**src/rtl/hood_pkg.sv**
```systemverilog
// Shared state codes, edit-target enum and BCD helpers for the range-hood controller.
// Combinational helpers only; no latency and no flow control.
package hood_pkg;

    localparam logic [6:0] ST_SHUTDOWN    = 7'd0;
    localparam logic [6:0] ST_STANDBY     = 7'd1;
    localparam logic [6:0] ST_MENU        = 7'd2;
    localparam logic [6:0] ST_RUN         = 7'd3;
    localparam logic [6:0] ST_STORM       = 7'd4;
    localparam logic [6:0] ST_CLEAN       = 7'd5;
    localparam logic [6:0] ST_SEARCH      = 7'd6;
    localparam logic [6:0] ST_SHOW_WORK   = 7'd7;
    localparam logic [6:0] ST_SHOW_SWITCH = 7'd8;
    localparam logic [6:0] ST_SHOW_REMIND = 7'd9;
    localparam logic [6:0] ST_SET_HOUR    = 7'd10;
    localparam logic [6:0] ST_SET_MIN     = 7'd11;
    localparam logic [6:0] ST_SET_SEC     = 7'd12;

    typedef enum logic [6:0] {
        SHUTDOWN    = ST_SHUTDOWN,
        STANDBY     = ST_STANDBY,
        MENU        = ST_MENU,
        RUN         = ST_RUN,
        STORM       = ST_STORM,
        CLEAN       = ST_CLEAN,
        SEARCH      = ST_SEARCH,
        SHOW_WORK   = ST_SHOW_WORK,
        SHOW_SWITCH = ST_SHOW_SWITCH,
        SHOW_REMIND = ST_SHOW_REMIND,
        SET_HOUR    = ST_SET_HOUR,
        SET_MIN     = ST_SET_MIN,
        SET_SEC     = ST_SET_SEC
    } state_e;

    typedef enum logic {TGT_SWITCH, TGT_REMIND} tgt_e;

    typedef enum logic [2:0] {BTN_NONE, BTN_W, BTN_X, BTN_S, BTN_A, BTN_D} btn_e;

    // Two-digit BCD increment; anything at or above max_val wraps to 00.
    function automatic logic [7:0] bcd_inc_field(input logic [7:0] value, input logic [7:0] max_val);
        if (value >= max_val) return 8'h00;
        if (value[3:0] >= 4'd9) return {value[7:4] + 4'd1, 4'd0};
        return value + 8'd1;
    endfunction

    function automatic logic [19:0] bcd_to_sec(input logic [23:0] hhmmss);
        logic [19:0] h, m, s;
        h = 20'(hhmmss[23:20]) * 20'd10 + 20'(hhmmss[19:16]);
        m = 20'(hhmmss[15:12]) * 20'd10 + 20'(hhmmss[11:8]);
        s = 20'(hhmmss[7:4])   * 20'd10 + 20'(hhmmss[3:0]);
        return h * 20'd3600 + m * 20'd60 + s;
    endfunction

endpackage

```
**src/rtl/bcd_clock_inc.sv**
```systemverilog
// BCD hh:mm:ss plus one second, holding at HOUR_MAX:59:59.
// Purely combinational; no backpressure.
module bcd_clock_inc
    import hood_pkg::*;
#(
    parameter logic [7:0] HOUR_MAX = 8'h99
) (
    input  logic [23:0] time_i,
    output logic [23:0] time_o
);

    always_comb begin
        time_o = time_i;
        if (time_i != {HOUR_MAX, 8'h59, 8'h59}) begin
            time_o[7:0] = bcd_inc_field(time_i[7:0], 8'h59);
            if (time_i[7:0] == 8'h59) begin
                time_o[15:8] = bcd_inc_field(time_i[15:8], 8'h59);
                if (time_i[15:8] == 8'h59) begin
                    time_o[23:16] = bcd_inc_field(time_i[23:16], HOUR_MAX);
                end
            end
        end
    end

endmodule

```
**src/rtl/hood_ctrl_fsm.sv**
```systemverilog
// Range-hood controller: power/menu/fan/storm/clean/search/time-edit FSM with BCD timers.
// All outputs registered, 1-cycle latency from pulse; HOOD_AUTO_OFF_EN adds STANDBY idle auto-off.
module hood_ctrl_fsm
    import hood_pkg::*;
#(
    parameter int SPEED_LEVELS = 3,
    parameter int STORM_SEC    = 60,
    parameter int CLEAN_SEC    = 180,
    parameter int TICK_DIV     = 100000000
) (
    input  logic        clk,
    input  logic        rst,
    input  logic        btn_a,
    input  logic        btn_s,
    input  logic        btn_w,
    input  logic        btn_x,
    input  logic        btn_d,
    output logic [6:0]  state,
    output logic [2:0]  speed,
    output logic        storm_used,
    output logic [23:0] work_time,
    output logic [23:0] remind_time,
    output logic [23:0] switch_time,
    output logic [23:0] edit_time,
    output logic        remind_alarm
);

    localparam int TW     = (TICK_DIV > 1) ? $clog2(TICK_DIV) : 1;
    localparam int CD_MAX = (STORM_SEC > CLEAN_SEC) ? STORM_SEC : CLEAN_SEC;
    localparam int CW     = $clog2(CD_MAX + 1);
    localparam logic [2:0] SPD_MAX = 3'(SPEED_LEVELS);

    state_e        state_q, state_d;
    logic [2:0]    speed_q, speed_d;
    logic          storm_used_q, storm_used_d;
    logic [23:0]   work_q, work_d, work_inc;
    logic [23:0]   remind_q, remind_d;
    logic [23:0]   switch_q, switch_d;
    logic [23:0]   edit_q, edit_d;
    logic          alarm_q, alarm_d;
    tgt_e          tgt_q, tgt_d;
    logic [TW-1:0] tick_cnt_q, tick_cnt_d;
    logic [CW-1:0] cd_q, cd_d;
    logic          tick;
    logic          clean_done;
    btn_e          btn;
    state_e        show_st;
`ifdef HOOD_AUTO_OFF_EN
    logic [19:0]   idle_q, idle_d;
`endif

    assign tick       = (tick_cnt_q == TW'(TICK_DIV - 1));
    assign tick_cnt_d = tick ? '0 : tick_cnt_q + 1'b1;
    assign show_st    = (tgt_q == TGT_SWITCH) ? SHOW_SWITCH : SHOW_REMIND;

    // Only the highest-priority pulse acts, even if it is meaningless in the current state.
    always_comb begin
        btn = BTN_NONE;
        if (btn_w)      btn = BTN_W;
        else if (btn_x) btn = BTN_X;
        else if (btn_s) btn = BTN_S;
        else if (btn_a) btn = BTN_A;
        else if (btn_d) btn = BTN_D;
    end

    bcd_clock_inc #(.HOUR_MAX(8'h99)) u_work_inc (
        .time_i (work_q),
        .time_o (work_inc)
    );

    always_comb begin
        state_d      = state_q;
        speed_d      = speed_q;
        storm_used_d = storm_used_q;
        work_d       = work_q;
        remind_d     = remind_q;
        switch_d     = switch_q;
        edit_d       = edit_q;
        tgt_d        = tgt_q;
        cd_d         = cd_q;
        clean_done   = 1'b0;
        alarm_d      = alarm_q;
`ifdef HOOD_AUTO_OFF_EN
        idle_d       = '0;
`endif

        if (tick && (state_q == RUN || state_q == STORM)) work_d = work_inc;

        case (state_q)
            SHUTDOWN: if (btn == BTN_S) state_d = STANDBY;
            STANDBY: begin
                case (btn)
                    BTN_W: state_d = MENU;
                    BTN_X: state_d = SEARCH;
                    BTN_S: begin
                        state_d      = SHUTDOWN;
                        speed_d      = '0;
                        storm_used_d = 1'b0;
                    end
                    default: ;
                endcase
            end
            MENU: begin
                case (btn)
                    BTN_A: begin state_d = RUN; speed_d = 3'd1; end
                    BTN_S: begin state_d = RUN; speed_d = 3'd2; end
                    BTN_D: if (!storm_used_q) begin
                        state_d      = STORM;
                        speed_d      = SPD_MAX;
                        storm_used_d = 1'b1;
                        cd_d         = CW'(STORM_SEC);
                    end
                    BTN_X: begin
                        state_d = CLEAN;
                        speed_d = '0;
                        cd_d    = CW'(CLEAN_SEC);
                    end
                    BTN_W: state_d = STANDBY;
                    default: ;
                endcase
            end
            RUN: begin
                case (btn)
                    BTN_S: if (speed_q < SPD_MAX) speed_d = speed_q + 3'd1;
                    BTN_A: if (speed_q > 3'd1) speed_d = speed_q - 3'd1;
                    BTN_W: begin state_d = STANDBY; speed_d = '0; end
                    default: ;
                endcase
            end
            STORM: begin
                if (tick) cd_d = cd_q - 1'b1;
                if ((tick && cd_q <= CW'(1)) || btn == BTN_W) begin
                    state_d = RUN;
                    speed_d = SPD_MAX;
                end
            end
            CLEAN: begin
                if (tick) begin
                    cd_d = cd_q - 1'b1;
                    if (cd_q <= CW'(1)) begin
                        clean_done = 1'b1;
                        work_d     = '0;
                        state_d    = STANDBY;
                    end
                end
            end
            SEARCH: begin
                case (btn)
                    BTN_A: state_d = SHOW_WORK;
                    BTN_S: state_d = SHOW_SWITCH;
                    BTN_D: state_d = SHOW_REMIND;
                    BTN_W: state_d = STANDBY;
                    default: ;
                endcase
            end
            SHOW_WORK: if (btn == BTN_W) state_d = SEARCH;
            SHOW_SWITCH, SHOW_REMIND: begin
                if (btn == BTN_W) begin
                    state_d = SEARCH;
                end else if (btn == BTN_X) begin
                    state_d = SET_HOUR;
                    tgt_d   = (state_q == SHOW_SWITCH) ? TGT_SWITCH : TGT_REMIND;
                    edit_d  = (state_q == SHOW_SWITCH) ? switch_q : remind_q;
                end
            end
            SET_HOUR, SET_MIN, SET_SEC: begin
                case (btn)
                    BTN_A: begin
                        if (state_q == SET_HOUR)
                            edit_d[23:16] = bcd_inc_field(edit_q[23:16], 8'h23);
                        else if (state_q == SET_MIN)
                            edit_d[15:8] = bcd_inc_field(edit_q[15:8], 8'h59);
                        else
                            edit_d[7:0] = bcd_inc_field(edit_q[7:0], 8'h59);
                    end
                    BTN_S: begin
                        if (state_q == SET_HOUR) begin
                            state_d = SET_MIN;
                        end else if (state_q == SET_MIN) begin
                            state_d = SET_SEC;
                        end else begin
                            if (tgt_q == TGT_SWITCH) switch_d = edit_q;
                            else                     remind_d = edit_q;
                            state_d = show_st;
                        end
                    end
                    BTN_W: state_d = show_st;
                    default: ;
                endcase
            end
            default: state_d = SHUTDOWN;
        endcase

`ifdef HOOD_AUTO_OFF_EN
        // The timeout overrides whatever button acted in the same cycle.
        if (state_q == STANDBY) begin
            if (tick && (idle_q + 20'd1 >= bcd_to_sec(switch_q))) begin
                state_d      = SHUTDOWN;
                speed_d      = '0;
                storm_used_d = 1'b0;
            end else if (btn != BTN_NONE) begin
                idle_d = '0;
            end else if (tick) begin
                idle_d = idle_q + 20'd1;
            end else begin
                idle_d = idle_q;
            end
        end
`endif

        // BCD digits compare correctly as a plain binary magnitude.
        if (clean_done)
            alarm_d = 1'b0;
        else if (remind_d != '0 && work_d >= remind_d)
            alarm_d = 1'b1;
    end

    always_ff @(posedge clk) begin
        if (rst) begin
            state_q      <= SHUTDOWN;
            speed_q      <= '0;
            storm_used_q <= 1'b0;
            work_q       <= '0;
            remind_q     <= '0;
            switch_q     <= 24'h000010;
            edit_q       <= '0;
            alarm_q      <= 1'b0;
            tgt_q        <= TGT_SWITCH;
            tick_cnt_q   <= '0;
            cd_q         <= '0;
`ifdef HOOD_AUTO_OFF_EN
            idle_q       <= '0;
`endif
        end else begin
            state_q      <= state_d;
            speed_q      <= speed_d;
            storm_used_q <= storm_used_d;
            work_q       <= work_d;
            remind_q     <= remind_d;
            switch_q     <= switch_d;
            edit_q       <= edit_d;
            alarm_q      <= alarm_d;
            tgt_q        <= tgt_d;
            tick_cnt_q   <= tick_cnt_d;
            cd_q         <= cd_d;
`ifdef HOOD_AUTO_OFF_EN
            idle_q       <= idle_d;
`endif
        end
    end

    assign state        = state_q;
    assign speed        = speed_q;
    assign storm_used   = storm_used_q;
    assign work_time    = work_q;
    assign remind_time  = remind_q;
    assign switch_time  = switch_q;
    assign edit_time    = edit_q;
    assign remind_alarm = alarm_q;

endmodule

```
**config.mk**
```make
export PLATFORM = sky130hd
export DESIGN_NAME = hood_ctrl_fsm
export DESIGN_NICKNAME = d
export VERILOG_FILES = /design/src/rtl/hood_pkg.sv /design/src/rtl/bcd_clock_inc.sv /design/src/rtl/hood_ctrl_fsm.sv
export SDC_FILE = /design/constraint.sdc
export NUM_CORES = 1
export LEC_CHECK = 0
export BUFFER_PORTS_ARGS = -buffer_cell sky130_fd_sc_hd__buf_2
export CAP_MARGIN = 20
export CORE_MARGIN = 1
export CORE_UTILIZATION = 35
export DETAILED_ROUTE_END_ITERATION = 7
export PLACE_DENSITY = 0.64
export SKIP_CTS_REPAIR_TIMING = 1
export SLEW_MARGIN = 25
export SYNTH_ARGS = -nofsm -noshare
export SYNTH_HDL_FRONTEND = slang
export SYNTH_SLANG_ARGS = --single-unit
```
**constraint.sdc**
```tcl
create_clock -name clk -period 8.25 [get_ports clk]
set_clock_uncertainty 0.05 [all_clocks]
set_input_delay 1.65 -clock clk [delete_from_list [all_inputs] [get_ports clk]]
set_output_delay 1.65 -clock clk [all_outputs]
set_load 0.005 [all_outputs]
```
# Word level (Yosys, flattened, before mapping)
# Cells that the tools add are included.
# word_totals
word_cells	261
reg_bits	144
input_bits	7
output_inout_bits	108
# classes
n_eq_ne	48
muxes	138
bitwise_logic	4
n_reduce_logical	26
magnitude_cmp	16
addsub	16
# ops
operator	count
24-bit two-way mux	14
8-bit two-way mux	30
7-bit case mux with 10 select lines	1
7-bit two-way mux	9
1-bit two-way mux	59
7-bit case mux with 4 select lines	2
8-bit by 1-bit adder with 8-bit output (second input constant)	6
24-bit case mux with 2 select lines	1
3-bit two-way mux	12
7-bit by 4-bit == test with 1-bit output (second input constant)	5
8-bit by 7-bit >= comparator with 1-bit output (second input constant)	4
16-bit two-way mux	2
8-bit case mux with 2 select lines	2
7-bit by 3-bit == test with 1-bit output (second input constant)	4
27-bit by 1-bit adder with 27-bit output (second input constant)	1
27-bit == test (second input constant)	1
4-bit by 1-bit adder with 4-bit output (second input constant)	6
24-bit >= comparator	1
4-bit >= comparator (second input constant)	6
2-bit inequality test (second input constant)	12
24-bit inequality test (second input constant)	1
3-bit case mux with 4 select lines	2
24-bit nonzero test	1
7-bit case mux with 3 select lines	1
other kinds (37)	65

# Depth between registers and ports, before layout
# Gate-level depths: netlist of the first run.
# depth
ltp_word	20
ltp_mapped	17
ltp_nobuf	15

# Cells and area by module
# A second synthesis of the first run with hierarchy kept.
# hier_totals
cells_unflattened	1125
hier_area_um2	8978.6
# modules_own_cells
mod	seq_area_each_um2	cells_each	area_per_inst_um2	instances
hood_ctrl_fsm	2822.7	991	8017.7	1
bcd_clock_inc	0.0	134	960.9	1

# Worst setup path after synthesis of the first run
# Ideal clock, no wire load.
# synth_path
kind	in2reg
startpoint	input btn_w
endpoint	register alarm_q (netlist: remind_alarm)
setup_slack_ns	3.939
t_arrival_ns	4.138
path_buffers	3
path_stages	12
setup_ns	0.123
required_time_ns	8.077
path_cell_list	clkbuf_1 -> nor3b_2 -> nand4_1 -> clkbuf_1 -> clkbuf_1 -> a21oi_1 -> ha_1 -> a2111o_1 -> a31oi_1 -> o21ai_0 -> a31oi_1 -> a211oi_1
# synth_via
elab_chain_len	6
word_cells_on_any_way	7
cone_classes	order compare: 1; eq/ne: 1; mux: 3; reduce/logical: 2
# synth_lines
element	line_no	rtl
from (decl)	hood_ctrl_fsm.sv:15	input logic btn_w,
3-bit two-way mux (*)	hood_ctrl_fsm.sv:59	if (btn_w) btn = BTN_W;
3-bit by 2-bit == test with 1-bit output (*)	hood_ctrl_fsm.sv:167	case (btn)
24-bit two-way mux (*)	hood_ctrl_fsm.sv:167	
24-bit two-way mux (*)	hood_ctrl_fsm.sv:89	case (state_q)
24-bit >= comparator / 24-bit nonzero test (equally long branches)	hood_ctrl_fsm.sv:214	else if (remind_d != '0 && work_d >= remind_d)
1-bit logical AND (*)	hood_ctrl_fsm.sv:214	
to (signal assigned)	hood_ctrl_fsm.sv:242	alarm_q <= alarm_d;
to (decl)	hood_ctrl_fsm.sv:40	logic alarm_q, alarm_d;
# Mark *: on every way between the ends. The rest lies on a longest branch, timed or not.
# A chain may end at the register's enable or synchronous reset.

# Final worst setup path of the first run
# layout_path
startpoint	register state_q[2] (netlist: state[2])
endpoint	register alarm_q (netlist: remind_alarm)
# layout_via
elab_chain_len	9
word_cells_on_any_way	22
cone_classes	order compare: 1; eq/ne: 6; mux: 9; reduce/logical: 6
# layout_lines
element	line_no	rtl
from (decl)	hood_ctrl_fsm.sv:33	state_e state_q, state_d;
from (signal assigned)	hood_ctrl_fsm.sv:235	state_q <= state_d;
7-bit by 2-bit == test with 1-bit output / 7-bit by 3-bit == test with 1-bit output (equally long branches)	hood_ctrl_fsm.sv:87	if (tick && (state_q == RUN || state_q == STORM)) work_d = work_inc;
1-bit logical OR	hood_ctrl_fsm.sv:87	
1-bit logical AND	hood_ctrl_fsm.sv:87	
24-bit two-way mux	hood_ctrl_fsm.sv:87	
24-bit two-way mux	hood_ctrl_fsm.sv:140	if (cd_q <= CW'(1)) begin
24-bit two-way mux	hood_ctrl_fsm.sv:138	if (tick) begin
24-bit two-way mux (*)	hood_ctrl_fsm.sv:89	
net work_d[13]	hood_ctrl_fsm.sv:36	logic [23:0] work_q, work_d, work_inc;
24-bit >= comparator (*)	hood_ctrl_fsm.sv:214	
1-bit logical AND (*)	hood_ctrl_fsm.sv:214	
# The timed path passes the listed nets; every way through them passes the cells marked *.

==> results of run 1 <==
==> path summary, 6_finish.rpt <==
kind,from,to,slack (ns)
min reg2reg,tick_cnt_q[0],tick_cnt_q[0],0.42
min,tick_cnt_q[0],tick_cnt_q[0],0.42
max reg2reg,state[2],remind_alarm,4.10
max,state[2],remind_alarm,4.10
==> worst register-to-register path, cell delays in order (launching register included) <==
cell and delay (ns):
dfxtp_1 0.91, or3b_1 0.52, a21oi_1 0.31, o2111a_1 0.49
nand3_1 0.18, a21oi_1 0.23, nor2_1 0.08, ha_1 0.33
nand4_1 0.12, a2111oi_0 0.47, a31oi_1 0.14, a211oi_1 0.23
==> power breakdown <==
part | leakage (nW) | total [mW] | switching, mW | internal [mW]
Sequential | 1.14 | 0.783 | 0.0750 | 0.708
Clock | 0.275 | 0.751 | 0.323 | 0.428
Combinational | 2.69 | 0.366 | 0.206 | 0.160
==> per-stage QoR <==
stage	total power, mW	utilization	setup WS, ns	hold slack, ns
floorplan	1.07	-	3.94	0.380
detailed placement	1.16	0.392	3.77	0.416
global route	1.99	0.416	3.76	0.437
finish	1.90	0.416	4.10	0.423
CTS	1.91	0.416	4.05	0.426
global placement	1.15	0.391	3.85	0.395
==> layout by cell type (no fill, tap or decap), types with 13 or more instances in the layout <==
cell type / count
inv_1: 43
nand3_1: 25
o21ai_0: 27
ha_1: 60
clkbuf_16: 17
o21ai_1: 18
mux2i_1: 29
nor3_1: 25
a211oi_1: 13
buf_2: 111
nand4_1: 19
a21oi_1: 81
nand2_1: 123
nand2b_1: 13
dfxtp_1: 141
xor2_1: 23
nor4_1: 24
nor2_1: 151
==> flip-flops by register name, summed over array words and instances (netlist names) <==
register / cells
cd_q: 8
edit_time: 24
remind_alarm: 1
remind_time: 24
speed: 3
state: 4
storm_used: 1
switch_time: 24
tgt_q: 1
tick_cnt_q: 27
work_time: 24
==> layer usage <==
layer  GRT usage  share of wire  vias up
met4      0.0638          0.019        0
met1       0.264           0.45     3817
met3      0.0427          0.066       42
li1            -              -     3958
met5           0              0        -
met2       0.327           0.46      225
==> cell families after synthesis <==
kind of cell / count (synthesis) / share of synthesized area
AO/OA/AOI/OAI: 241 / 0.190
XOR/XNOR: 32 / 0.0332
multiplexers: 32 / 0.0384
buffers and inverters: 104 / 0.0511
other: 1 / 0.000444
adder cells (fa/ha/maj): 60 / 0.0889
AND/OR/NAND/NOR: 453 / 0.264
flip-flops: 141 / 0.334
==> cell type report <==
type	count	area [um2]
multi-input cells	821	5220
flip-flops and latches	141	2820
clock buffers	18	439
inverters	44	165
fillers	2425	13700
well taps	319	399
clock inverters	14	135
repair buffers	119	616
==> flow_summary.yaml, run 1 <==
yosys:
  ys_seq_area_frac: 0.334
  synthFlopType: "dfxtp_1"
  synth.distinct_cells: 84
  yosysTopAreaCell: "dfxtp_1"
  yosys.cell_count.top_type: "nor2_1"
  yosysTopAreaCellShare: 0.334
  async_reset_ff_frac: 0
  synth-edff-count: 0
  synth_area_leaders: "dfxtp_1 (33%), ha_1 (8.9%), nor2_1 (6.7%), nand2_1 (5.5%), a21oi_1 (4.9%)"
  netlist_area_mm2: 0.00845
  synth_area_per_cell_um2: 7.94
  yosys-top-cells-count: "nor2_1 (151), dfxtp_1 (141), nand2_1 (123)"
  netlist_instances: 1064
  ys_ff_latch: 141
  yosysWarnings: 0
pwr:
  ir_drop_v: 0.000108
  p_leak_nw: 4.10
  power_density_mw_per_mm2: 194
critical_path:
  worstSetupPathType: "flop to flop"
  worst-path-stages: 11
  worstPathCellList: "or3b_1 -> a21oi_1 -> o2111a_1 -> nand3_1 -> a21oi_1 -> nor2_1 -> ha_1 -> nand4_1 -> a2111oi_0 -> a31oi_1 -> a211oi_1"
  critPathBufInv: 0
  cp_top_family: "compound AO/OA/AOI/OAI gates"
  cpMostUsedCell: "a21oi_1"
  reg2reg_depth: 11
  max_stage_delay_ns: 0.91
  cp.arrival_ns: 4.43
  startpoint_type: "flop"
  end_kind: "flop"
  cp_max_fo: 27
  slowest_stage: "dfxtp_1"
  crit_required_ns: 8.53
finish:
  diodes: 0
  final_nets: 1211
  final_area_mm2: 0.00980
  final_cells: 1476
  drive_gt1_frac: 0.153
  area_growth_pct: 16.0
floorplan:
  start_util: 0.359
  rows: 56
  io_pins: 115
  dieWidth_um: 157
  fp.dieArea_mm2: 0.0248
  die_y_um: 157
  core_area_mm2: 0.0235
sta:
  fin_setup_tns_ns: 0
  min_period_ns: 4.15
  drv_slew: 0
  grt_setup_unrepaired: "no"
  max_freq_ghz: 0.241
  post-route-period-util: 0.503
  slew_headroom: 0.386
  hold_viol_final: 0
  setup_viol: 0
  tightest_slew_ns: 0.920
route:
  dr.pass1.iters: 5
  num_vias: 8042
  drc: 0
  routed_via_density: 5.45
  wl_um: 24600
  drt-initial-drc-count: 582
  ant_nets: 0
  wire_per_inst_um: 16.7
grt:
  grtUsageTotal: 0.201
  antenna_found_initial: 0
  grt_pass1_vias: 7536
  grt_pass1_wl_um: 39200
  gr-total-overflow: 0
  grt_start_max_net_pins: 61
outcome:
  status: "completed"
place:
  place_area_mm2: 0.00922
  io_buffers: 111
  routabilityCongestion: 0.906
  dp_hpwl_um: 18000
  dp_cells: 1444
cts:
  clk_latency_ns: 0.42
  clock_path_buffers: 2
  cts.clk_slew.worst_paths_ns: 0.06
  cts_max_level: 4
  tritoncts: "done"
  root_buffer: "clkbuf_16"
  cts_made_buffers: 17
  cts_sinks: 141
min_path:
  worstHoldPathType: "flop to flop"
  worstHoldPathCells: 1
flow_run:
  drv_cap: 0
(Power assumes the default switching activity.)
==> run 2, diff against run 1 <==
--- a/config.mk
+++ b/config.mk
@@ -10,7 +10,7 @@
 export CORE_MARGIN = 1
 export CORE_UTILIZATION = 35
 export DETAILED_ROUTE_END_ITERATION = 7
-export PLACE_DENSITY = 0.64
+export PLACE_DENSITY = 0.66
 export SKIP_CTS_REPAIR_TIMING = 1
 export SLEW_MARGIN = 25
 export SYNTH_ARGS = -nofsm -noshare
==> constraint.sdc (replaced) <==
create_clock -name clk -period 3.8 [get_ports clk]
set_clock_uncertainty 0.05 [all_clocks]
set_input_delay 0.76 -clock clk [delete_from_list [all_inputs] [get_ports clk]]
set_output_delay 0.76 -clock clk [all_outputs]
set_load 0.005 [all_outputs]
==> run 2 against run 1 <==
Register-to-register slack worse by 3.9 ns. Sequential power up 100%. Combinational power rose to 2.6 times the previous value. Largest cell class unchanged. Count of clock-buffer cells in the layout up 4. Sequential cell count unchanged.
==> flow_summary.yaml, run 2 (synthesized netlist as in run 1, its figures left out) <==
outcome:
  status: "completed"
route:
  routed_via_density: 5.48
  ant_nets: 0
  num_vias: 8158
  drc: 0
  drt-initial-drc-count: 574
  wire_per_inst_um: 16.4
  dr.pass1.iters: 5
  wl_um: 24400
cts:
  cts_made_buffers: 17
  cts_max_level: 4
  tritoncts: "done"
  cts_sinks: 141
  cts.clk_slew.worst_paths_ns: 0.06
  root_buffer: "clkbuf_16"
  clk_latency_ns: 0.42
  clock_path_buffers: 2
floorplan:
  dieWidth_um: 157
  fp.dieArea_mm2: 0.0248
  rows: 56
  io_pins: 115
  core_area_mm2: 0.0235
  start_util: 0.359
  die_y_um: 157
finish:
  fillers: 2422
  top_register: "tick_cnt_q"
  area_growth_pct: 17.2
  final_nets: 1228
  drive_gt1_frac: 0.164
  final_area_mm2: 0.00990
  final_cell_mix: "nor2_1 (150), dfxtp_1 (141), nand2_1 (123), buf_2 (111), a21oi_1 (82)"
  final_common_cell: "nor2_1"
  diodes: 0
  largest_reg_flops: 27
critical_path:
  critPathBufInv: 2
  slowest_stage: "nor4bb_2"
  crit_required_ns: 4.03
  r2r_start: "work_time[9]"
  max_stage_delay_ns: 0.38
  r2r_slack_ns: 0.25
  cp.arrival_ns: 3.78
  startpoint_type: "flop"
  cp_top_family: "compound AO/OA/AOI/OAI gates"
  worstSetupPathType: "flop to flop"
  worstPathCellList: "inv_1 -> ha_1 -> nor4bb_2 -> nand4bb_1 -> o2111ai_1 -> buf_12 -> nor2_2 -> mux2_2 -> nor2_1 -> ha_1 -> a21o_1 -> a21o_1 -> a21oi_1 -> o211ai_1 -> a31oi_1 -> a211oi_1"
  r2r_end: "remind_alarm"
  end_kind: "flop"
  cp_max_fo: 22
  reg2reg_depth: 16
place:
  dp_hpwl_um: 18400
  io_buffers: 111
  routabilityCongestion: 0.922
  place_area_mm2: 0.00935
sta:
  min_period_ns: 3.55
  whs_ns: 0.410
  slew_headroom: 0.448
  hold_viol_final: 0
  setup_viol: 0
  drv_slew: 0
  tightest_slew_ns: 0.820
  post-route-period-util: 0.935
  grt_setup_unrepaired: "no"
  max_freq_ghz: 0.282
  fin_setup_tns_ns: 0
grt:
  grt_use_met3: 0.0402
  grt_pass1_wl_um: 39500
  grt_pass1_vias: 7641
  met2_usage: 0.322
  gr-total-overflow: 0
  antenna_found_initial: 0
  grtUsageMet1: 0.262
  grt_start_max_net_pins: 40
  grtUsageTotal: 0.202
  gr-max-usage-layer: "met2"
min_path:
  whs_endpoint: "tick_cnt_q[0]"
  worstHoldPathType: "flop to flop"
  worstHoldPathCells: 1
  worstHoldStart: "tick_cnt_q[0]"
pwr:
  power_density_mw_per_mm2: 413
  ir_drop_v: 0.000269
  p_leak_nw: 4.19
flow_run:
  drv_cap: 0
run 2: changes by cell type in the layout (fill, tap and decap cells not counted), sizes merged:
cell | previous run | this run
clkinvlp | 3 | 1
inv | 48 | 44
buf | 119 | 136
clkinv | 6 | 5
clkbuf | 18 | 22
run 2: how the worst max path moves through the flow:
| stage | startpoint | endpoint | slack [ns] | cells past startpoint |
|---|---|---|---|---|
| 4_1_cts | work_time[9] | remind_alarm | 0.21 | 16 |
| 2_1_floorplan | btn_w | remind_alarm | 0.38 | 12 |
| 3_3_place_gp | work_time[9] | remind_alarm | 0.31 | 15 |
| 3_5_place_dp | tick_cnt_q[0] | remind_alarm | 0.24 | 15 |
| 6_report | work_time[9] | remind_alarm | 0.25 | 16 |
| 5_1_grt | tick_cnt_q[0] | remind_alarm | 0.06 | 15 |
run 2: cell type report:
class,count,area (um2),area share
multi-input combinational,821,5220,0.527
sequential,141,2820,0.285
timing repair buffer,136,756,0.0763
clock buffer,22,474,0.0479
tap,319,399,0.0403
inverter,44,165,0.0167
clock inverter,7,66.3,0.00670
run 2: per-stage QoR:
step / utilization / total power [mW] / setup WS [ns] / instances
after floorplan: - / 2.33 / 0.379 / 1066
after global placement: 0.397 / 2.54 / 0.310 / 1461
after detailed placement: 0.397 / 2.55 / 0.237 / 1461
after CTS: 0.420 / 4.11 / 0.207 / 1490
after global routing: 0.421 / 4.30 / 0.0590 / 1490
final: 0.421 / 4.09 / 0.249 / 1490
run 2: layer usage:
metal  wire length [um]  up-vias
li1                   -     3985
met1              10900     3849
met2              11100      266
met3               1540       58
met4                812        0
met5                  0        -
run 2: report_power, final:
part	total [mW]	switching, mW	leakage [nW]	internal [mW]
Clock	1.55	0.617	0.267	0.937
Sequential	1.60	0.0572	1.14	1.54
Combinational	0.938	0.564	2.78	0.374
==> run 3, diff against run 2 <==
--- a/config.mk
+++ b/config.mk
@@ -9,6 +9,7 @@
 export CAP_MARGIN = 20
 export CORE_MARGIN = 1
 export CORE_UTILIZATION = 35
+export CTS_BUF_LIST = sky130_fd_sc_hd__clkbuf_8
 export DETAILED_ROUTE_END_ITERATION = 7
 export PLACE_DENSITY = 0.66
 export SKIP_CTS_REPAIR_TIMING = 1
==> run 3 against run 2 <==
Count of clock-buffer cells in the layout shrank 2. Clock power fell by 28%. Combinational power is essentially flat. Critical endpoint unchanged. Routed wire length fell by 0.31%. Critical path depth unchanged. Via count decreased by 0.26%. Sequential power is essentially flat. Largest cell class unchanged. Worst hold slack better by 0.0061 ns. Cell area decreased by 1.9%. Critical path type unchanged. Sequential cell count unchanged.
==> flow_summary.yaml, run 3 (synthesized netlist as in run 1, its figures left out) <==
place:
  dp_hpwl_um: 18400
  routabilityCongestion: 0.922
  io_buffers: 111
route:
  wire_per_inst_um: 16.3
  drt-initial-drc-count: 548
  drc: 0
  dr.pass1.iters: 4
  ant_nets: 0
  wl_um: 24400
  routed_via_density: 5.46
  num_vias: 8137
cts:
  clk_latency_ns: 0.46
  tritoncts: "done"
  cts_max_level: 4
  root_buffer: "clkbuf_8"
  cts.clk_slew.worst_paths_ns: 0.08
  clock_path_buffers: 2
  cts_made_buffers: 17
  cts_sinks: 141
critical_path:
  worstSetupPathType: "flop to flop"
  r2r_slack_ns: 0.24
  r2r_start: "work_time[9]"
  end_kind: "flop"
  startpoint_type: "flop"
  cp_max_fo: 22
  cp-startpoint: "work_time[9]"
  cp.arrival_ns: 3.83
  crit_required_ns: 4.07
grt:
  gr-total-overflow: 0
  gr-max-usage-layer: "met2"
  met2_usage: 0.320
  grtUsageTotal: 0.202
  grt_use_met3: 0.0385
  grt_pass1_vias: 7600
  antenna_found_initial: 0
  grt_start_max_net_pins: 40
  grtUsageMet1: 0.263
  grt_pass1_wl_um: 39200
pwr:
  switching_share: 0.326
  p_seq_frac: 0.437
  p_sw_mw: 1.19
  p_comb_frac: 0.257
  power_density_mw_per_mm2: 376
  power.internal_mw: 2.46
  clkPwrFrac: 0.307
  p_leak_nw: 4.11
  total_power_mw: 3.65
  ir_drop_v: 0.000238
sta:
  slew_headroom: 0.453
  grt_setup_unrepaired: "no"
  post-route-period-util: 0.937
  fin_setup_tns_ns: 0
  max_freq_ghz: 0.281
  hold_viol_final: 0
  tightest_slew_ns: 0.813
  drv_slew: 0
  min_period_ns: 3.56
  setup_viol: 0
finish:
  top_register: "tick_cnt_q"
  final_common_cell: "nor2_1"
  seq_area_mm2: 0.00282
  fillers: 2451
  largest_reg_flops: 27
  multi_input_area_mm2: 0.00522
  drive_gt1_frac: 0.164
  final_core_util: 0.412
  final_nets: 1228
  final_cell_mix: "nor2_1 (150), dfxtp_1 (141), nand2_1 (123), buf_2 (111), a21oi_1 (82)"
  diodes: 0
  area_growth_pct: 14.9
min_path:
  worstHoldPathType: "flop to flop"
  worstHoldStart: "tick_cnt_q[0]"
floorplan:
  rows: 56
  fp.dieArea_mm2: 0.0248
  core_area_mm2: 0.0235
  start_util: 0.359
  io_pins: 115
  die_y_um: 157
  dieWidth_um: 157
flow_run:
  drv_cap: 0
outcome:
  status: "completed"
-- run 3: final timing paths --
path                    to  depth (start not counted)
max           remind_alarm                         16
min          tick_cnt_q[0]                          1
min reg2reg  tick_cnt_q[0]                          1
max reg2reg   remind_alarm                         16
-- run 3: metal layers --
layer / vias up / wire length, um
li1: 3981 / -
met1: 3844 / 11100
met2: 257 / 11100
met3: 55 / 1400
met4: 0 / 807
met5: - / 0
-- run 3: layout make-up --
type,count,share of cell area
inverter,44,0.0170
clock inverter,9,0.00760
multi-input combinational,821,0.537
clock buffer,20,0.0283
sequential,141,0.291
timing repair buffer,136,0.0778
tap,319,0.0411
-- run 3: power groups by stage --
stage | Sequential [mW] | Clock, mW | Combinational [mW]
final | 1.59 | 1.12 | 0.937
after floorplan | 1.63 | 0 | 0.699
after global placement | 1.62 | 0 | 0.919
after CTS | 1.59 | 1.15 | 0.931
after global routing | 1.60 | 1.22 | 1.03
after detailed placement | 1.63 | 0 | 0.926
-- run 3: stage by stage --
step	cell area, um2	setup slack (ns)	cells	hold slack, ns
global route	9710	0.0463	1490	0.452
finish	9710	0.239	1490	0.416
floorplan	8460	0.379	1066	0.380
detailed placement	9350	0.237	1461	0.403
CTS	9700	0.201	1490	0.421
global placement	9350	0.310	1461	0.395
-- run 3: critical path, cell delays in order (launching register included) --
cell and delay, ns:
dfxtp_1 0.35, inv_1 0.09, ha_1 0.18, nor4bb_2 0.38, nand4bb_1 0.23, o2111ai_1 0.34
buf_12 0.20, nor2_2 0.06, mux2_2 0.28, nor2_1 0.14, ha_1 0.27, a21o_1 0.18
a21o_1 0.17, a21oi_1 0.14, o211ai_1 0.12, a31oi_1 0.16, a211oi_1 0.09
